===== src/rtl/interval_capture_pkg.sv =====
// Shared definitions for the interval_capture block: FSM state encoding and
// the saturation limit used by the counter and the capture path.
package interval_capture_pkg;

  typedef enum logic [1:0] {
    IDLE = 2'd0,
    RUN  = 2'd1,
    HOLD = 2'd2
  } state_t;

  localparam int unsigned W_DEFAULT = 8;

  function automatic logic [31:0] sat_max(input int unsigned w);
    return (w >= 32) ? 32'hFFFF_FFFF : ((32'd1 << w) - 32'd1);
  endfunction

  localparam logic [W_DEFAULT-1:0] SAT_MAX_DEFAULT = W_DEFAULT'(sat_max(W_DEFAULT));

endpackage


===== src/rtl/interval_capture_sat_inc.sv =====
// W-bit saturating incrementer: y = a+1, clamped at all-ones; sat flags that
// the input was already at the maximum.
module interval_capture_sat_inc #(
  parameter int W = 8
) (
  input  logic [W-1:0] a,
  output logic [W-1:0] y,
  output logic         sat
);

  always_comb begin
    sat = &a;
    y   = sat ? a : a + 1'b1;
  end

endmodule


===== src/rtl/interval_capture.sv =====
// Measures clock cycles from a start strobe to a stop strobe and hands the
// interval over valid/ready. Optional CAPTURE_TIMEOUT_EN adds limit/timeout.
module interval_capture
  import interval_capture_pkg::*;
#(
  parameter int W = 8
) (
  input  logic         clock,
  input  logic         reset,
  input  logic         start,
  input  logic         stop,
`ifdef CAPTURE_TIMEOUT_EN
  input  logic [W-1:0] limit,
  output logic         timeout,
`endif
  output logic [W-1:0] count,
  output logic         busy,
  output logic [W-1:0] value,
  output logic         overflow,
  output logic         valid,
  input  logic         ready
);

  localparam logic [W-1:0] SAT_MAX = W'(sat_max(W));

  state_t       state, state_nx;
  logic [W-1:0] count_inc;
  logic         count_at_max;
  logic         sticky;
  logic         tmo_hit;

  interval_capture_sat_inc #(.W(W)) u_inc (
    .a   (count),
    .y   (count_inc),
    .sat (count_at_max)
  );

`ifdef CAPTURE_TIMEOUT_EN
  assign tmo_hit = (limit != '0) && (count_inc == limit);
`else
  assign tmo_hit = 1'b0;
`endif

  always_ff @(posedge clock or negedge reset) begin
    if (!reset) state <= IDLE;
    else        state <= state_nx;
  end

  always_comb begin
    state_nx = state;
    case (state)
      IDLE:    if (start) state_nx = RUN;
      RUN:     if (stop || tmo_hit) state_nx = HOLD;
      HOLD:    if (ready) state_nx = start ? RUN : IDLE;
      default: state_nx = IDLE;
    endcase
  end

  always_comb begin
    busy  = (state == RUN);
    valid = (state == HOLD);
  end

  // Counter, sticky saturation flag and captured result
  always_ff @(posedge clock or negedge reset) begin
    if (!reset) begin
      count    <= '0;
      sticky   <= 1'b0;
      value    <= '0;
      overflow <= 1'b0;
    end else begin
      case (state)
        IDLE: begin
          if (start) begin
            count  <= '0;
            sticky <= 1'b0;
          end
        end
        RUN: begin
          if (stop) begin
            value    <= count_inc;
            overflow <= sticky | (count == SAT_MAX);
          end else if (tmo_hit) begin
            // count_inc equals limit here, so it doubles as the captured value
            value    <= count_inc;
            overflow <= 1'b0;
          end else if (start) begin
            count  <= '0;
            sticky <= 1'b0;
          end else begin
            count <= count_inc;
            if (count_at_max) sticky <= 1'b1;
          end
        end
        HOLD: begin
          if (ready && start) begin
            count  <= '0;
            sticky <= 1'b0;
          end
        end
        default: ;
      endcase
    end
  end

`ifdef CAPTURE_TIMEOUT_EN
  always_ff @(posedge clock or negedge reset) begin
    if (!reset)                                 timeout <= 1'b0;
    else if (state == RUN && (stop || tmo_hit)) timeout <= !stop;
  end
`endif

endmodule


===== config.mk =====
export PLATFORM = sky130hd
export DESIGN_NAME = interval_capture
export DESIGN_NICKNAME = d
export VERILOG_FILES = /design/src/rtl/interval_capture_pkg.sv /design/src/rtl/interval_capture_sat_inc.sv /design/src/rtl/interval_capture.sv
export SDC_FILE = /design/constraint.sdc
export NUM_CORES = 1
export LEC_CHECK = 0
export BUFFER_PORTS_ARGS = -buffer_cell sky130_fd_sc_hd__clkbuf_2
export CAP_MARGIN = 20
export CORE_MARGIN = 2
export CORE_UTILIZATION = 56
export CTS_CLUSTER_SIZE = 12
export DETAILED_ROUTE_END_ITERATION = 10
export PLACE_DENSITY = 0.87
export SYNTH_ARGS = -nofsm -noshare
export SYNTH_HDL_FRONTEND = slang
export SYNTH_SLANG_ARGS = --single-unit

===== constraint.sdc =====
create_clock -name clock -period 3.37 [get_ports clock]
set_input_delay 0.674 -clock clock [delete_from_list [all_inputs] [get_ports clock]]
set_output_delay 0.674 -clock clock [all_outputs]
set_load 0.005 [all_outputs]

==> results of run 1 <==
[synthesized netlist by cell type]
master    count
dfrtp_1      20
nand2_1      16
a21oi_1      14
nor2_1        8
o21ai_0       8
nand2b_1      4
inv_1         3
nand3_1       3
xnor2_1       3
a31oi_1       2
buf_2         2
buf_4         2
nor3_1        2
o31ai_1       2
a22o_1        1
a311o_1       1
a31oi_2       1
a41oi_1       1
and2_1        1
and4_4        1
ha_1          1
mux2_2        1
mux2i_1       1
nand4_2       1
o211a_1       1
o21a_1        1
o21ai_1       1
o21ai_2       1
o32ai_4       1
or3_1         1
or3_4         1
or4b_1        1
xor2_1        1
[worst max-delay path, cell delays in order, from the launching register on]
cell      delay [ns]
dfrtp_1         0.44
nand2b_1        0.21
nor3_1          0.82
nand2_1         0.16
a21oi_1         0.24
[sequential cells by signal, summed over array words and instances (netlist names)]
name,cells
count,8
value,8
state,2
overflow,1
sticky,1
[power breakdown]
part | leakage, nW | switching [mW] | internal [mW] | total, mW
logic | 0.265 | 0.123 | 0.0892 | 0.213
registers | 0.271 | 0.0362 | 0.273 | 0.310
clock network | 0.0210 | 0.0750 | 0.0660 | 0.141
total | 0.557 | 0.235 | 0.429 | 0.663
[per-stage QoR]
step                      hold slack [ns]  std cells  util [%]  worst slack, ns  area (um^2)
final                              0.3085        156     68.60            1.426         1197
after CTS                          0.3163        156     68.60            1.461         1197
after floorplan                    0.3784        108         -            1.710         1040
after global placement             0.4605        152     66.52            1.346         1161
after detailed placement           0.4698        152     66.52            1.300         1161
after global routing               0.3308        156     68.60            1.315         1197
[per-layer routing]
metal / vias up / GRT usage [%] / share of wire (%)
li1: 433 / - / -
met1: 421 / 27.47 / 43
met2: 42 / 36.44 / 48
met3: 5 / 3.846 / 6.7
met4: 0 / 8.333 / 1.7
met5: - / 0 / 0
[layout make-up]
| class | count | area (um^2) | share of cell area, % |
|---|---|---|---|
| Sequential cell | 20 | 500.5 | 41.80 |
| Inverter | 3 | 11.26 | 0.9404 |
| Tap cell | 25 | 31.28 | 2.612 |
| Multi-Input combinational cell | 81 | 503.0 | 42.01 |
| Timing Repair Buffer | 23 | 115.1 | 9.613 |
| Clock buffer | 4 | 36.28 | 3.030 |
[cells by family after synthesis]
logic type,after synthesis,share of synthesized area [%]
buffers and inverters,7,3.489
AO/OA/AOI/OAI,35,22.74
multiplexers,2,2.046
flip-flops,20,48.13
adder cells (fa/ha/maj),1,1.203
AND/OR/NAND/NOR,39,19.01
XOR/XNOR,4,3.370
[path summary, 6_finish.rpt]
check                                      from                   end  slack (ns)  depth (start not counted)
min reg2reg                overflow$_DFFE_PN0P_  overflow$_DFFE_PN0P_        0.49                          2
max in group asynchronous                 reset  value[7]$_DFFE_PN0P_        2.73                          1
min                                       reset  count[2]$_DFFE_PN0P_        0.31                          1
max                        state[1]$_DFFE_PN0P_  count[7]$_DFFE_PN0P_        1.43                          4
min in group clock         overflow$_DFFE_PN0P_  overflow$_DFFE_PN0P_        0.49                          2
max reg2reg                state[1]$_DFFE_PN0P_  count[7]$_DFFE_PN0P_        1.43                          4
==> summary.md, run 1 <==
| Metric | Value |
|---|---|
| Post-CTS Resized | 0 |
| DRC | 0 |
| Worst-path clk slew | 0.11 ns |
| Post-CTS setup buffer count | 0 |
| Fin Clk Skew | between 0.002 and 0.0025 ns |
| Tot GR Track Use | 21.59% |
| Final period util | 57.68% |
| Final Hold Vio Count | 0 |
| Global route total overflow | 0 |
| CP Max Fanout | 11 |
| Fmax | a little over 500 MHz |
| CP Launch Type | flip-flop |
| Hold crit path type | input port to async pin |
| Commonest non-fill, non-tap cell in the layout | clkbuf_2 |
| Row count | 15 |
| Antenna-violating nets left | 0 |
| Mapped Cells | around 110 |
| Total Wirelength | 2158 um |
| Vias in the first global route | 726 |
| Final Power | 0.6631 mW |
| Pre-antenna DRT Iters | 4 |
| Critical Path AT | 2.17 ns |
| FF+latch count, synth | 20 |
| Worst skew pair latency | about 0.3 ns |
| Setup Viol. Count Final | 0 |
| Share of cells above drive strength 1 | 25.95% |
| Die footprint | 2217 um^2 |
| Avg Cell Area, Syn | 9.627 um^2 |
| # hold bufs at CTS | 0 |
| Most frequent cells in the layout | clkbuf_2, dfrtp_1, nand2_1 |
| I/O Buffers | 23 |
| Top cell type's share of synthesized area | between 40 and 50% |
| Longest Clk Path Bufs | 2 |
| Max-cap violations | 0 |
| Peak supply drop | about 0.43 mV |
| Initial core utilization | between 50% and 60% |
| Leading post-synthesis cells by cell area | dfrtp_1, a21oi_1, nand2_1 |
| Die H | 47.09 um |
| Synthesized area | 1040 um^2 |
| Crit end category | flip-flop |
| Vias per Instance | 5.776 |
| Initial antenna violation count | 0 |
| Slew @ Worst Pin | 1.054 ns |
| Fin. max-slew vios | 0 |
| Largest net degree at the start of global routing | 21 |
| CTS tree | yes |
| Area leader, netlist | dfrtp_1 |
| Critical path required time | 3.59 ns |
| Distinct cell type count after synthesis | 33 |
| Vias | 901 |
| Gpl congestion | 0.9282 |
| Core area | roughly 1700 um^2 |
| Critical path class | flip-flop to flip-flop |
| H-tree depth | 1 |
| RSZ-0062 raised after global routing | false |
| Cts bufs inserted | 3 |
| Setup TNS | 0 ns |
| Die X | between 40 and 50 um |
| Static leakage | 0.5570 nW |
| Ant. Diodes | 0 |
| Yosys warnings | 0 |
| CTS Sinks | 20 |
| Post-DP HPWL | 1590 um |
| Area Overhead vs Synth | 15.16% |
| Power Dens Cells | 553.8 nW/um^2 |
| Syn nets | about 110 |
| Final Critical Period | 1.944 ns |
| Global-route wire length before repair | 3291 um |
| Drt wl/cell | approximately 14 um |
| Nets | 138 |
| Status | finished clean |
| Slew headroom | 29.19% |
| IO Pins | 24 |
| CTS root buffer | clkbuf_4 |
| Drt initial violations | 39 |
| # fillers | between 150 and 200 |
| Sequential share of the synthesized area | 48.13% |
Note: power is estimated with default switching activity, not from simulation.
==> run 2: changes to the inputs <==
--- a/config.mk
+++ b/config.mk
@@ -8,10 +8,10 @@
 export BUFFER_PORTS_ARGS = -buffer_cell sky130_fd_sc_hd__clkbuf_2
 export CAP_MARGIN = 20
 export CORE_MARGIN = 2
-export CORE_UTILIZATION = 56
+export CORE_UTILIZATION = 47
 export CTS_CLUSTER_SIZE = 12
 export DETAILED_ROUTE_END_ITERATION = 10
-export PLACE_DENSITY = 0.87
+export PLACE_DENSITY = 0.79
 export SYNTH_ARGS = -nofsm -noshare
 export SYNTH_HDL_FRONTEND = slang
 export SYNTH_SLANG_ARGS = --single-unit
==> constraint.sdc (replaced) <==
create_clock -name clock -period 1.6 [get_ports clock]
set_input_delay 0.32 -clock clock [delete_from_list [all_inputs] [get_ports clock]]
set_output_delay 0.32 -clock clock [all_outputs]
set_load 0.005 [all_outputs]
==> summary.md, run 2 (synthesis results as in run 1) <==
| Metric | Value |
|---|---|
| Most frequent cells in the layout | clkbuf_2, dfrtp_1, nand2_1 |
| Placed cell areas | 1260 um^2 |
| Setup Viol. Count Final | 0 |
| CP max-delay cell | dfrtp_1 |
| CTS Sinks | 20 |
| Status | finished clean |
| Final Critical Period | 1.495 ns |
| Row count | 17 |
| Die X | 51.04 um |
| Worst skew pair latency | approximately 0.31 ns |
| Reg-to-reg setup timing slack | 0.11 ns |
| DRC | 0 |
| Drt initial violations | 11 |
| Static leakage | 0.6290 nW |
| CTS root buffer | clkbuf_4 |
| Critical path required time | 1.28 ns |
| Nets | 151 |
| Ant. Diodes | 0 |
| Slew headroom | 66.07% |
| Vias | 902 |
| Global route total overflow | 0 |
| Vias in the first global route | approximately 810 |
| Total Wirelength | 2188 um |
| Pre-antenna DRT Iters | 4 |
| Drt wl/cell | 12.72 um |
| Final period util | 93.42% |
| Largest net degree at the start of global routing | 21 |
| Share of cells above drive strength 1 | 32.64% |
| Final Power | 1.499 mW |
| CP Max Fanout | 4 |
| I/O Buffers | 23 |
| Largest regs | count x8, value x8, state x2 |
| CTS tree | yes |
| Die H | 51.04 um |
| Area Overhead vs Synth | 26.83% |
| Fin. max-slew vios | 0 |
| Post-DP HPWL | 1619 um |
| Antenna-violating nets left | 0 |
| Tot GR Track Use | 17.61% |
| Global-route wire length before repair | 3401 um |
| Power Dens Cells | 1137 nW/um^2 |
| Worst-path clk slew | around 0.11 ns |
| Fmax | 669.0 MHz |
| Critical path class | flip-flop to output port |
| Fin Clk Skew | between 0.003 and 0.004 ns |
| CP Launch Type | flip-flop |
| H-tree depth | 1 |
| Slew @ Worst Pin | just over 0.5 ns |
| IO Pins | 24 |
| Cts bufs inserted | 3 |
| Peak supply drop | between 0.7 and 0.8 mV |
| Die footprint | 2605 um^2 |
| Final Instance Area | 1319 um^2 |
| Final Hold Vio Count | 0 |
| Initial core utilization | 48.40% |
| Max-cap violations | 0 |
| Gpl congestion | 0.7943 |
| Vias per Instance | approximately 5.2 |
| Initial antenna violation count | 0 |
| Critical Path AT | 1.17 ns |
| Max incr delay on CP | 0.44 ns |
| Hold crit path type | input port to flip-flop |
| Longest Clk Path Bufs | 2 |
| Crit-path cells | nand2b_1 > inv_1 > clkbuf_2 |
| Core area | 2148 um^2 |
| Crit end category | output port |
| Commonest non-fill, non-tap cell in the layout | clkbuf_2 |
==> run 2: worst max-delay path, delay by kind of cell (launching register included) <==
family                 cells  cell delay, ns
DFF                        1            0.44
buffers and inverters      2            0.23
and+or+nand+nor            1            0.20
==> run 2: where the power goes <==
part | internal, mW | total, mW | switching, mW
clock | 0.139 | 0.300 | 0.161
sequential | 0.576 | 0.636 | 0.0598
combinational | 0.271 | 0.564 | 0.293
total | 0.986 | 1.50 | 0.513
==> run 2: stage by stage <==
stage	setup slack, ns	util, %	instances	TNS, ns	hold WS, ns
after global routing	-0.01068	61.39	172	-0.01068	0.2102
after CTS	0.09678	60.80	171	0	0.2049
after detailed placement	0.1313	58.65	166	0	0.3091
after global placement	0.1645	58.65	166	0	0.2994
final	0.1052	61.39	172	0	0.2033
after floorplan	0.02069	-	108	0	0.02441
==> run 2: worst paths after layout <==
path,startpoint,end,depth (start not counted)
worst max-delay path,state[1]$_DFFE_PN0P_,busy,3
worst max register to register,count[1]$_DFFE_PN0P_,value[7]$_DFFE_PN0P_,5
worst min register to register,overflow$_DFFE_PN0P_,overflow$_DFFE_PN0P_,2
worst min-delay path,ready,state[1]$_DFFE_PN0P_,2
max in group asynchronous,reset,count[6]$_DFFE_PN0P_,2
min in group asynchronous,reset,overflow$_DFFE_PN0P_,2
==> run 2: area by class of cell <==
cell class | count | area [um^2]
Multi-Input combinational cell | 81 | 508.0
Inverter | 3 | 11.26
Sequential cell | 20 | 500.5
Tap cell | 28 | 35.03
Clock buffer | 4 | 36.28
Timing Repair Buffer | 36 | 227.7
Fill cell | 184 | 829.5
==> run 2: timing repair <==
item                                    in CTS  in global routing
setup buffers                                0                  1
hold buffers                                 1                  0
gates resized for setup                      0                  1
endpoints found under the hold margin       20                  0
endpoints found under the setup margin       0                  1
==> run 2: metal layers <==
metal | routed length [um] | track usage, % | up-vias
met4 | 24 | 6.757 | 0
met5 | 0 | 0 | -
met2 | 1077 | 30.09 | 17
met1 | 1010 | 21.78 | 422
met3 | 75 | 3.509 | 3
li1 | - | - | 460
==> run 3: changes to the inputs <==
--- a/config.mk
+++ b/config.mk
@@ -5,13 +5,13 @@
 export SDC_FILE = /design/constraint.sdc
 export NUM_CORES = 1
 export LEC_CHECK = 0
-export BUFFER_PORTS_ARGS = -buffer_cell sky130_fd_sc_hd__clkbuf_2
 export CAP_MARGIN = 20
 export CORE_MARGIN = 2
-export CORE_UTILIZATION = 47
+export CORE_UTILIZATION = 45
 export CTS_CLUSTER_SIZE = 12
 export DETAILED_ROUTE_END_ITERATION = 10
-export PLACE_DENSITY = 0.79
+export DONT_BUFFER_PORTS = 1
+export PLACE_DENSITY = 0.67
 export SYNTH_ARGS = -nofsm -noshare
 export SYNTH_HDL_FRONTEND = slang
 export SYNTH_SLANG_ARGS = --single-unit
==> summary.md, run 3 (synthesis results as in run 1) <==
| Metric | Value |
|---|---|
| Critical path required time | 1.80 ns |
| Worst-path clk slew | 0.11 ns |
| Area Overhead vs Synth | 15.40% |
| Gpl congestion | 0.8566 |
| Hold wc startpoint | ready |
| Global-route wire length before repair | 3795 um |
| Antenna-violating nets left | 0 |
| Critical path class | flip-flop to flip-flop |
| Initial antenna violation count | 0 |
| WHS Endpoint | state[1]$_DFFE_PN0P_ |
| Cell depth of the worst hold path | 1 |
| Nets | 130 |
| Drt wl/cell | 15.15 um |
| Switching share of total power | 35.42% |
| Cts bufs inserted | 3 |
| Longest Clk Path Bufs | 2 |
| Static leakage | 0.5289 nW |
| I/O Buffers | 0 |
| Reg-to-reg setup timing slack | 0.13 ns |
| Slew @ Worst Pin | 0.9088 ns |
| Die H | ~52 um |
| CP Launch Type | flip-flop |
| CP Buf/Inv Count | 0 |
| Power Dens Cells | 1162 nW/um^2 |
| Die X | 52.07 um |
| NetSw | 0.4938 mW |
| CP top delay family | simple AND/OR/NAND/NOR gates |
| Max incr delay on CP | 0.46 ns |
| RSZ-0062 raised after global routing | false |
| Worst Reg-to-Reg Cells | 5 |
| Crit-path cells | ha_1 > nand2_1 > or4b_1 > o21ai_0 > o21ai_0 |
| Final Critical Period | ~1.5 ns |
| CP most frequent cell | o21ai_0 |
| CTS Sinks | 20 |
| Most frequent cells in the layout | dfrtp_1, nand2_1, a21oi_1 |
| Worst skew pair latency | 0.31 ns |
| Status | finished clean |
| Peak supply drop | 0.6538 mV |
| Post-DP HPWL | 1704 um |
| Setup TNS | 0 ns |
| Hold crit path type | input port to flip-flop |
| Vias | 857 |
| Vias in the first global route | about 810 |
| Fin Clk Skew | 0.008312 ns |
| Slew headroom | 39.21% |
| Global route total overflow | 0 |
| Cells after DPL | 146 |
| Pre-antenna DRT Iters | 4 |
| Layout Cells excl Fill | 150 |
| Largest regs | count x8, value x8, state x2 |
| Critical Path AT | 1.67 ns |
| Drt initial violations | 16 |
| Post-CTS Resized | 0 |
| Fin. max-slew vios | 0 |
| Int Pwr | 0.9001 mW |
| Ant. Diodes | 0 |
| Tot GR Track Use | between 10% and 20% |
| Total Wirelength | 2272 um |
| Largest net degree at the start of global routing | 21 |
| CP max-delay cell | or4b_1 |
| # hold bufs at CTS | 1 |
| H-tree depth | 1 |
| Fmax | 678.4 MHz |
| Sequential Power Share | 46.3% |
| Crit end category | flip-flop |
| Comb power frac | 36.3% |
| Die footprint | about 2700 um^2 |
| Max-cap violations | 0 |
| CTS root buffer | clkbuf_4 |
| Hold Slack | 0.1135 ns |
| Setup Viol. Count Final | 0 |
| Vias per Instance | 5.713 |
| CTS tree | yes |
| Final Hold Vio Count | 0 |
| RR Startpoint | count[0]$_DFFE_PN0P_ |
| Share of cells above drive strength 1 | 19.67% |
| Core area | 2191 um^2 |
| Commonest non-fill, non-tap cell in the layout | dfrtp_1 |
| DRC | 0 |
| IO Pins | 24 |
| CP Max Fanout | 4 |
| # fillers | a little over 200 |
| Initial core utilization | 47.46% |
| Reg2reg end | value[7]$_DFFE_PN0P_ |
| Row count | 17 |
| Clk pwr share | 17.4% |
| Final period util | about 92% |
| Post-CTS setup buffer count | 0 |
[run 3: area by class of cell]
type	instances	area, um^2	area share [%]
Tap cell	28	35.03	2.920
Clock buffer	3	22.52	1.877
Multi-Input combinational cell	81	503.0	41.92
Sequential cell	20	500.5	41.71
Timing Repair Buffer	15	127.6	10.64
Inverter	3	11.26	0.9385
[run 3: per-stage QoR]
stage          setup slack (ns)  power, mW  instance area, um^2  util [%]
2_1_floorplan           0.02069     0.9555                 1040         -
3_3_place_gp             0.1799      1.144                 1167     53.28
3_5_place_dp             0.1452      1.154                 1167     53.28
4_1_cts                  0.1268      1.405                 1200     54.77
5_1_grt                0.004805      1.492                 1200     54.77
6_report                 0.1259      1.394                 1200     54.77
[run 3: power by group through the flow]
stage,clock (mW),sequential (mW),combinational [mW]
2_1_floorplan,0,0.656,0.300
3_3_place_gp,0,0.651,0.492
3_5_place_dp,0,0.657,0.496
4_1_cts,0.247,0.647,0.511
5_1_grt,0.262,0.661,0.569
6_report,0.242,0.646,0.506
[run 3: worst max-delay path by stage]
stage | cells after the start | slack (ns) | endpoint | start
finish | 5 | 0.13 | value[7]$_DFFE_PN0P_ | count[0]$_DFFE_PN0P_
global route | 5 | 0.005 | count[5]$_DFFE_PN0P_ | state[1]$_DFFE_PN0P_
CTS | 5 | 0.13 | value[7]$_DFFE_PN0P_ | count[0]$_DFFE_PN0P_
detailed placement | 5 | 0.15 | value[7]$_DFFE_PN0P_ | count[0]$_DFFE_PN0P_
global placement | 5 | 0.18 | value[7]$_DFFE_PN0P_ | count[0]$_DFFE_PN0P_
floorplan | 5 | 0.02 | value[7]$_DFFE_PN0P_ | count[0]$_DFFE_PN0P_
[run 3: worst reg2reg max path, delay by kind of cell (launching register included)]
family                   cells  cell delay (ns)
adder cells (fa/ha/maj)      1             0.22
AND/OR/NAND/NOR              2             0.58
AO/OA/AOI/OAI                2             0.17
flip-flops                   1             0.40
[run 3: routing by layer]
metal / vias to the layer above / routed length (um) / track usage (%)
met3: 5 / 142 / 4.023
li1: 420 / - / -
met5: - / 0 / 0
met4: 0 / 42 / 8.772
met2: 25 / 982 / 26.79
met1: 407 / 1105 / 28.31
